$ cat src/rtl/matrix_pkg.sv
// Shared encodings and the default 7x5 status image table for the LED matrix driver.
package matrix_pkg;

  localparam int unsigned STATE_W = 3;

  typedef enum logic [STATE_W-1:0] {
    FILLING  = 3'd0,
    CLEANING = 3'd1,
    ERROR    = 3'd2,
    SPLINKER = 3'd3,
    DRIPPER  = 3'd4,
    BLANK    = 3'd7
  } disp_state_e;

  localparam int unsigned DEF_ROWS   = 7;
  localparam int unsigned DEF_COLS   = 5;
  localparam int unsigned DEF_IMAGES = 5;

  // Indexed [image][column]; each word is active-low, bit 6 is the top row.
  localparam logic [6:0] DEFAULT_TABLE [DEF_IMAGES][DEF_COLS] = '{
    '{7'b1101111, 7'b1011111, 7'b0000000, 7'b1011111, 7'b1101111},
    '{7'b1000001, 7'b0111110, 7'b0111110, 7'b0111110, 7'b1011101},
    '{7'b1100011, 7'b1011101, 7'b0111110, 7'b1011101, 7'b1100011},
    '{7'b1001110, 7'b0110110, 7'b0110110, 7'b0110110, 7'b0111001},
    '{7'b1110011, 7'b1100001, 7'b1000000, 7'b1100001, 7'b1110011}
  };

  function automatic logic [31:0] default_column(int unsigned image, int unsigned col,
                                                 int unsigned rows = DEF_ROWS,
                                                 int unsigned cols = DEF_COLS);
    logic [31:0] word;
    word = '1;
    if (rows == DEF_ROWS && cols == DEF_COLS && image < DEF_IMAGES && col < DEF_COLS)
      word[6:0] = DEFAULT_TABLE[image][col];
    return word;
  endfunction

endpackage

$ cat src/rtl/matrix_image_store.sv
// Writable NUM_IMAGES x COLS image store with async reset to the package defaults
// and a combinational read port (a same-edge write is seen by readers one cycle later).
module matrix_image_store
  import matrix_pkg::*;
#(
  parameter int unsigned ROWS       = 7,
  parameter int unsigned COLS       = 5,
  parameter int unsigned NUM_IMAGES = 8,
  localparam int unsigned IW = (NUM_IMAGES > 1) ? $clog2(NUM_IMAGES) : 1,
  localparam int unsigned CW = (COLS > 1) ? $clog2(COLS) : 1
) (
  input  logic               clock,
  input  logic               reset,
  input  logic               wr_en,
  input  logic [IW-1:0]      wr_image,
  input  logic [CW-1:0]      wr_col,
  input  logic [ROWS-1:0]    wr_data,
  input  logic [STATE_W-1:0] rd_image,
  input  logic [CW-1:0]      rd_col,
  output logic [ROWS-1:0]    rd_data
);

  logic [ROWS-1:0] mem [NUM_IMAGES][COLS];

  function automatic logic [ROWS-1:0] init_word(int unsigned img, int unsigned c);
    logic [31:0] d;
    logic [ROWS-1:0] w;
    d = default_column(img, c, ROWS, COLS);
    w = '1;
    for (int unsigned r = 0; r < ROWS && r < 32; r++) w[r] = d[r];
    return w;
  endfunction

  // Address matching by loop keeps out-of-range writes/reads harmless for any geometry.
  always_ff @(posedge clock or posedge reset) begin
    if (reset) begin
      for (int unsigned i = 0; i < NUM_IMAGES; i++)
        for (int unsigned j = 0; j < COLS; j++)
          mem[i][j] <= init_word(i, j);
    end else if (wr_en) begin
      for (int unsigned i = 0; i < NUM_IMAGES; i++)
        for (int unsigned j = 0; j < COLS; j++)
          if (32'(wr_image) == i && 32'(wr_col) == j)
            mem[i][j] <= wr_data;
    end
  end

  always_comb begin
    rd_data = '1;
    for (int unsigned i = 0; i < NUM_IMAGES; i++)
      for (int unsigned j = 0; j < COLS; j++)
        if (32'(rd_image) == i && 32'(rd_col) == j)
          rd_data = mem[i][j];
  end

endmodule

$ cat src/rtl/matrix_scan_driver.sv
// Column-scanned LED matrix driver with frame-synchronous image changes and blanking.
// Optional error-image blinking is enabled by defining MATRIX_BLINK_EN.
module matrix_scan_driver
  import matrix_pkg::*;
#(
  parameter int unsigned ROWS         = 7,
  parameter int unsigned COLS         = 5,
  parameter int unsigned NUM_IMAGES   = 8,
  parameter int unsigned SCAN_DIV     = 1000,
  parameter int unsigned BLANK_CYCLES = 50,
  parameter int unsigned BLINK_FRAMES = 25,
  localparam int unsigned IW = (NUM_IMAGES > 1) ? $clog2(NUM_IMAGES) : 1,
  localparam int unsigned CW = (COLS > 1) ? $clog2(COLS) : 1,
  localparam int unsigned PW = $clog2(SCAN_DIV)
) (
  input  logic               clock,
  input  logic               reset,
  input  logic [STATE_W-1:0] state,
  input  logic               wr_en,
  input  logic [IW-1:0]      wr_image,
  input  logic [CW-1:0]      wr_col,
  input  logic [ROWS-1:0]    wr_data,
  output logic [ROWS-1:0]    row,
  output logic [COLS-1:0]    col_sel,
  output logic               frame_start
);

  if (SCAN_DIV < 2 || BLANK_CYCLES >= SCAN_DIV || BLINK_FRAMES < 1) begin : g_bad_params
    $error("matrix_scan_driver: invalid SCAN_DIV/BLANK_CYCLES/BLINK_FRAMES");
  end

  logic [PW-1:0]   pcnt;
  logic [CW-1:0]   col_idx;
  disp_state_e     disp_state;
  logic            pcnt_tc;
  logic            col_tc;
  logic            frame_tc;
  logic [ROWS-1:0] rd_data;
  logic [ROWS-1:0] row_next;
  logic [COLS-1:0] col_sel_next;

  assign pcnt_tc  = (32'(pcnt) == SCAN_DIV - 1);
  assign col_tc   = (32'(col_idx) == COLS - 1);
  assign frame_tc = pcnt_tc && col_tc;

  matrix_image_store #(
    .ROWS       (ROWS),
    .COLS       (COLS),
    .NUM_IMAGES (NUM_IMAGES)
  ) u_store (
    .clock    (clock),
    .reset    (reset),
    .wr_en    (wr_en),
    .wr_image (wr_image),
    .wr_col   (wr_col),
    .wr_data  (wr_data),
    .rd_image (disp_state),
    .rd_col   (col_idx),
    .rd_data  (rd_data)
  );

  // state is sampled only at the frame boundary so a frame never mixes two images.
  always_ff @(posedge clock or posedge reset) begin
    if (reset) begin
      pcnt       <= '0;
      col_idx    <= '0;
      disp_state <= BLANK;
    end else begin
      if (pcnt_tc) begin
        pcnt    <= '0;
        col_idx <= col_tc ? '0 : col_idx + 1'b1;
      end else begin
        pcnt <= pcnt + 1'b1;
      end
      if (frame_tc)
        disp_state <= disp_state_e'(state);
    end
  end

`ifdef MATRIX_BLINK_EN
  localparam int unsigned BW = (BLINK_FRAMES > 1) ? $clog2(BLINK_FRAMES) : 1;

  logic [BW-1:0] blink_cnt;
  logic          blink_phase;

  always_ff @(posedge clock or posedge reset) begin
    if (reset) begin
      blink_cnt   <= '0;
      blink_phase <= 1'b0;
    end else if (frame_tc) begin
      if (disp_state_e'(state) != disp_state) begin
        blink_cnt   <= '0;
        blink_phase <= 1'b0;
      end else if (32'(blink_cnt) == BLINK_FRAMES - 1) begin
        blink_cnt   <= '0;
        blink_phase <= ~blink_phase;
      end else begin
        blink_cnt <= blink_cnt + 1'b1;
      end
    end
  end
`endif

  always_comb begin
    row_next = '1;
    if (32'(pcnt) >= BLANK_CYCLES)
      row_next = rd_data;
`ifdef MATRIX_BLINK_EN
    if (disp_state == ERROR && blink_phase)
      row_next = '1;
`endif
    col_sel_next = '0;
    for (int unsigned j = 0; j < COLS; j++)
      col_sel_next[j] = (32'(col_idx) == j);
  end

  always_ff @(posedge clock or posedge reset) begin
    if (reset) begin
      row         <= '1;
      col_sel     <= '0;
      frame_start <= 1'b0;
    end else begin
      row         <= row_next;
      col_sel     <= col_sel_next;
      frame_start <= (pcnt == '0) && (col_idx == '0);
    end
  end

endmodule

$ cat config.mk
export PLATFORM = sky130hd
export DESIGN_NAME = matrix_scan_driver
export DESIGN_NICKNAME = d
export VERILOG_FILES = /design/src/rtl/matrix_pkg.sv /design/src/rtl/matrix_image_store.sv /design/src/rtl/matrix_scan_driver.sv
export SDC_FILE = /design/constraint.sdc
export NUM_CORES = 1
export LEC_CHECK = 0
export BUFFER_PORTS_ARGS = -buffer_cell sky130_fd_sc_hd__buf_2
export CAP_MARGIN = 0
export CORE_ASPECT_RATIO = 1.25
export CORE_MARGIN = 4
export CORE_UTILIZATION = 25
export CTS_CLUSTER_DIAMETER = 40
export CTS_CLUSTER_SIZE = 20
export DETAILED_ROUTE_END_ITERATION = 6
export PLACE_DENSITY_LB_ADDON = 0.2
export SLEW_MARGIN = 5
export SYNTH_ARGS = -nofsm -noshare
export SYNTH_HDL_FRONTEND = slang
export SYNTH_SLANG_ARGS = --single-unit
$ cat constraint.sdc
create_clock -name clock -period 10.1 [get_ports clock]
set_input_delay 0.505 -clock clock [delete_from_list [all_inputs] [get_ports clock]]
set_output_delay 0.505 -clock clock [all_outputs]
set_load 0.02 [all_outputs]
-- After elaboration in Yosys (flattened, before gate mapping)
Cells that the tools add are included.
- flip-flop bits (word level): 309
- latch bits: 0
- bits in writable memories: 0
- bits in read-only memories: 0
- input port bits: 19
- output and inout port bits: 13
- word-level logic and storage cells: 242
- memories: 0
- add/subtract/negate cells: 2
- multiply operators: 0
- div/mod/pow operators: 0
- $lt $le $gt $ge: 1
- equal/unequal tests: 23
- shifts and indexed selects: 0
- mux-type cells: 43
- bitwise operators: 0
- reductions and logical operators: 127
- operators with widths (operator ; count):
    two-way mux 7 bit ; 41
    logical AND 1 bit ; 82
    AND reduction 2 bit ; 40
    equality test 3 bit (second input constant) ; 10
    equality test 3 x 2 -> 1 bit (second input constant) ; 8
    equality test 3 x 1 -> 1 bit (second input constant) ; 4
    logical NOT 3 bit ; 4
    adder 10 x 1 -> 10 bit (second input constant) ; 1
    equality test 10 bit (second input constant) ; 1
    >= comparator 10 x 6 -> 1 bit (second input constant) ; 1
    logical NOT 10 bit ; 1
    two-way mux 10 bit ; 1
    adder 3 x 1 -> 3 bit (second input constant) ; 1
    two-way mux 3 bit ; 1

-- Logic depth before layout (Yosys ltp)
- depth after elaboration: 43
- depth in mapped cells: 14
- depth with buffers taken out: 11

-- Modules after synthesis
A second synthesis with hierarchy kept.
- cells, all modules: 1246
- area total of the unflattened synthesis: 15299.7 um^2
- by module, submodules not included (module ; instances ; cells each ; area an instance (um^2) ; sequential area each (um^2)):
    matrix_image_store ; 1 ; 1140 ; 13978.4 ; 7270.7
    matrix_scan_driver ; 1 ; 106 ; 1321.3 ; 738.2

-- Worst setup path before layout
No wires, ideal clock.
- path kind: register to register
- from: register col_idx[2]
- to: register row[0]
- library setup time: 0.081 ns
- arrival time: 2.904 ns
- data required time: 10.019 ns
- slack: 7.116 ns
- stages on the path, launching flop included: 13
- buffers on the path: 4
- clock period less this slack: 2.984 ns
- cells stage by stage: dfrtp_1 -> buf_2 -> buf_1 -> inv_1 -> ha_1 -> buf_2 -> clkbuf_1 -> nand4b_1 -> o211ai_1 -> nor3_1 -> o2111ai_1 -> or4_1 -> a32oi_1
- elaborated cells on any way between the ends: 86
- those cells by class: 4 x eq/ne; 41 x mux; 41 x reduce/logical
- RTL lines (item ; RTL line ; source):
    from (decl) ; matrix_scan_driver.sv:33 ; logic [CW-1:0] col_idx;
    from (signal assigned) ; matrix_scan_driver.sv:71 ; col_idx <= col_tc ? '0 : col_idx + 1'b1;
    equality test 3 x 2 -> 1 bit (*) ; - ;
    named net col_sel_next[3] ; matrix_scan_driver.sv:40 ; logic [COLS-1:0] col_sel_next;
    logical AND 1 bit ; matrix_image_store.sv:52 ; if (32'(rd_image) == i && 32'(rd_col) == j)
    two-way mux 7 bit (35 in a row) ; matrix_image_store.sv:52 ;
    two-way mux 7 bit (*) (2 in a row) ; matrix_image_store.sv:52 ;
    two-way mux 7 bit (*) ; matrix_scan_driver.sv:106 ; if (32'(pcnt) >= BLANK_CYCLES)
    named net row_next[0] ; matrix_scan_driver.sv:39 ; logic [ROWS-1:0] row_next;
    to (signal assigned) ; matrix_scan_driver.sv:123 ; row <= row_next;
    to (decl) ; matrix_scan_driver.sv:23 ; output logic [ROWS-1:0] row,
The timed path passes the listed nets; every way through them passes the cells marked *.
A chain may end at the register's enable or synchronous reset.

-- Worst setup path in the final report
- from: register col_idx[0]
- to: register row[5]
- cells in the longest elaborated chain, start to end: 43
- elaborated cells on any way between the ends: 86
- those cells by class: 4 x eq/ne; 41 x mux; 41 x reduce/logical
- ends and longest elaborated chain (item ; RTL line):
    logical NOT 3 bit ; matrix_image_store.sv:52
    logical AND 1 bit ; matrix_image_store.sv:52
    two-way mux 7 bit (39 in a row) ; matrix_image_store.sv:52
    two-way mux 7 bit (*) ; matrix_image_store.sv:52
    two-way mux 7 bit (*) ; matrix_scan_driver.sv:106
    named net row_next[5] ; matrix_scan_driver.sv:39
Marked as above.

==> results.md <==
- Status: completed
- Post-place instance area: 16600 µm²
- Minimum clock period: 4.30 ns
- Post-synthesis sequential area ratio: 0.513
- Fraction of registers with async set/reset: 1.00
- Remaining DRCs: 0
- FF-to-FF End: row[5]
- CTS root buf: clkbuf_16
- Final setup viols: 0
- Post-layout util: 0.295
- Crit end category: flip-flop
- Min-Delay Path Class: input port to async pin
- Largest net degree at the start of global routing: 123
- Average wire per standard cell: 25.4 µm
- H-tree levels: 2
- Worst EP required: 10.61 ns
- Max Cap Viol: 0
- CTS tree: built
- Register bit count reported by yosys: 309
- Max Buffers Root-to-Sink: 3
- Largest fanout on the critical path: 14
- GR Util All Layers: 0.171
- Setup CP Type: flip-flop to flip-flop
- Die height: 287 µm
- Number of global-route vias before repair: 12300
- Die X: 231 µm
- Synth Flop Type: dfstp_2
- Vias: 11800
- Fin. Hold Viols: 0
- Post-synth design cell area: 15600 µm²
- Syn Nets: 1406
- Setup crit start kind: flip-flop
- Layout net count: 1421
- Post-synth EDFFs: 0
- Starting Density: 0.252
- 1st-pass router iterations: 5
- Num CTS Buffers: 49
- Area delta synth->final: 16.8%
- Relative slew slack: 0.226
- Power Total: 3.54 mW
- Post-route ant nets: 0
- Routed WL: 57500 µm
- Gate Count Post-Synth: 1379
- Worst-margin pin slew: 1.16 ns
- TNS Setup: 0 ns
- RSZ-0062 raised after global routing: no
- Drt initial violations: 901
- Synth Warn #: 0
- Clock Latency Late Sink: 0.60 ns
- Arr. time, crit path: 4.81 ns
- FF-to-FF Start: col_idx[0]
- Power Density: 194 nW/µm²
- CTS clk-pin slew, worst paths: 0.06 ns
- Layout cells sized above 1: 0.448
- GR Overflow Total: 0
- Io pins: 32
- Initial antenna violation count: 1
- Clock Skews: 0.0171 ns
- Leak: 7.22 nW
- Clock sink total: 309
- Final critical-path share of the clock period: 0.426
- Full die area: 66500 µm²
- Peak supply drop: 0.0929 mV
- Reg2reg setup slack: 5.80 ns
- Final Max Slew Viols: 0
- # hold bufs at CTS: 0
- Vias per Instance: 5.19
- DP Wirelength: 40300 µm
- Rows: 102
- Post-CTS Setup Bufs: 0
- First-pass GRT wire length: 85200 µm
- PortBufs: 31
- Core Box Area: 61900 µm²
- Syn avg cell area: 11.3 µm²
- GP Congestion: 0.889
- Post_cts resized: 0
- Max Fclk: 232 MHz
- R2R depth: 10
- Final Cell Area: 18200 µm²
- Netlist cell types: 78
-- cells in the final DEF (no fill, tap or decap), drive strengths merged, types with 13 or more instances in the layout --
master	Yosys	final
o221ai	16	16
buf	23	42
nor3	38	38
nor2	108	108
a221oi	14	14
nand4	13	13
o211ai	14	14
clkinv	0	13
a21oi	52	52
clkbuf	55	57
inv	13	26
nand3	51	51
mux2	279	279
dfrtp	88	88
dfstp	221	221
o21ai	51	51
nor2b	13	13
nand2	121	121
o22ai	24	24
-- Yosys cell counts, types with 12 or more instances --
cell type,n,area [µm²]
a21oi_1,52,260
nor3_1,38,190
mux2_2,279,3140
buf_2,12,60.1
clkbuf_1,54,203
nand3_1,51,255
a221oi_1,14,123
nand2_1,121,454
nand4_1,13,81.3
inv_1,13,48.8
dfstp_2,221,5810
o221ai_1,16,140
o21ai_0,49,245
nor2_1,105,394
o211ai_1,14,105
o22ai_1,24,150
dfrtp_1,88,2200
nor2b_1,13,81.3
a31oi_1,12,75.1
-- worst max path at each step --
stage / slack, ns / startpoint / to
6_report: 5.80 / col_idx[0] / row[5]
5_1_grt: 5.55 / disp_state[0] / row[5]
4_1_cts: 5.82 / col_idx[0] / row[5]
3_5_place_dp: 5.84 / col_idx[0] / row[5]
3_3_place_gp: 5.84 / col_idx[0] / row[5]
2_1_floorplan: 1.42 / reset / col_idx[0]
-- critical path, cell delays in order (launching register included) --
cell and delay (ns):
dfrtp_1 0.42, inv_1 0.10, ha_1 0.55, nor3b_2 0.83, a21oi_1 0.41, o221ai_1 0.26, a31oi_1 0.19, a2111oi_0 0.66
o21ai_0 0.33, a21oi_1 0.31, o211ai_1 0.14
-- stage by stage --
stage | instances | worst slack, ns | hold slack (ns)
after floorplan | 1379 | 1.42 | 0.432
after global placement | 2175 | 5.84 | 0.457
after detailed placement | 2175 | 5.84 | 0.448
after CTS | 2267 | 5.82 | 0.159
after global routing | 2267 | 5.55 | 0.156
final | 2268 | 5.80 | 0.0536
-- logic make-up (layout without fill, tap and decap cells) --
family,count (synthesis),after routing,synth area share
flops,309,309,0.513
other cells,0,1,0
fa+ha+maj,8,8,0.00641
buf+inv,91,147,0.0249
mux,279,279,0.201
simple gates,423,423,0.135
compound gates,263,263,0.115
xor+xnor,6,6,0.00337
-- where the power goes --
| part | internal [mW] | leakage [nW] | switching, mW |
|---|---|---|---|
| Combinational | 0.123 | 2.94 | 0.112 |
| Sequential | 1.47 | 3.46 | 0.116 |
| Clock | 1.04 | 0.812 | 0.680 |
| Total | 2.63 | 7.22 | 0.907 |
-- cell type report --
class,instances,area [µm²]
antenna,1,2.50
clock buffer,57,1280
clock inverter,35,400
fill,6404,43700
inverter,13,56.3
multi-input combinational,979,7210
sequential,309,8010
tap,832,1040
timing repair buffer,42,238
-- routing by layer --
layer,global-route usage,vias to the layer above,wire [µm]
met5,0,-,0
met4,0.0535,0,1790
met3,0.0235,106,2370
met2,0.302,355,29200
met1,0.216,6120,24200
li1,-,5195,-
-- sequential cells by signal (all words and copies together) (netlist names) --
signal,cells
u_store.mem,280
pcnt,10
row,7
col_sel,5
col_idx,3
disp_state,3
frame_start,1
Power figures use the tool's default switching activity.
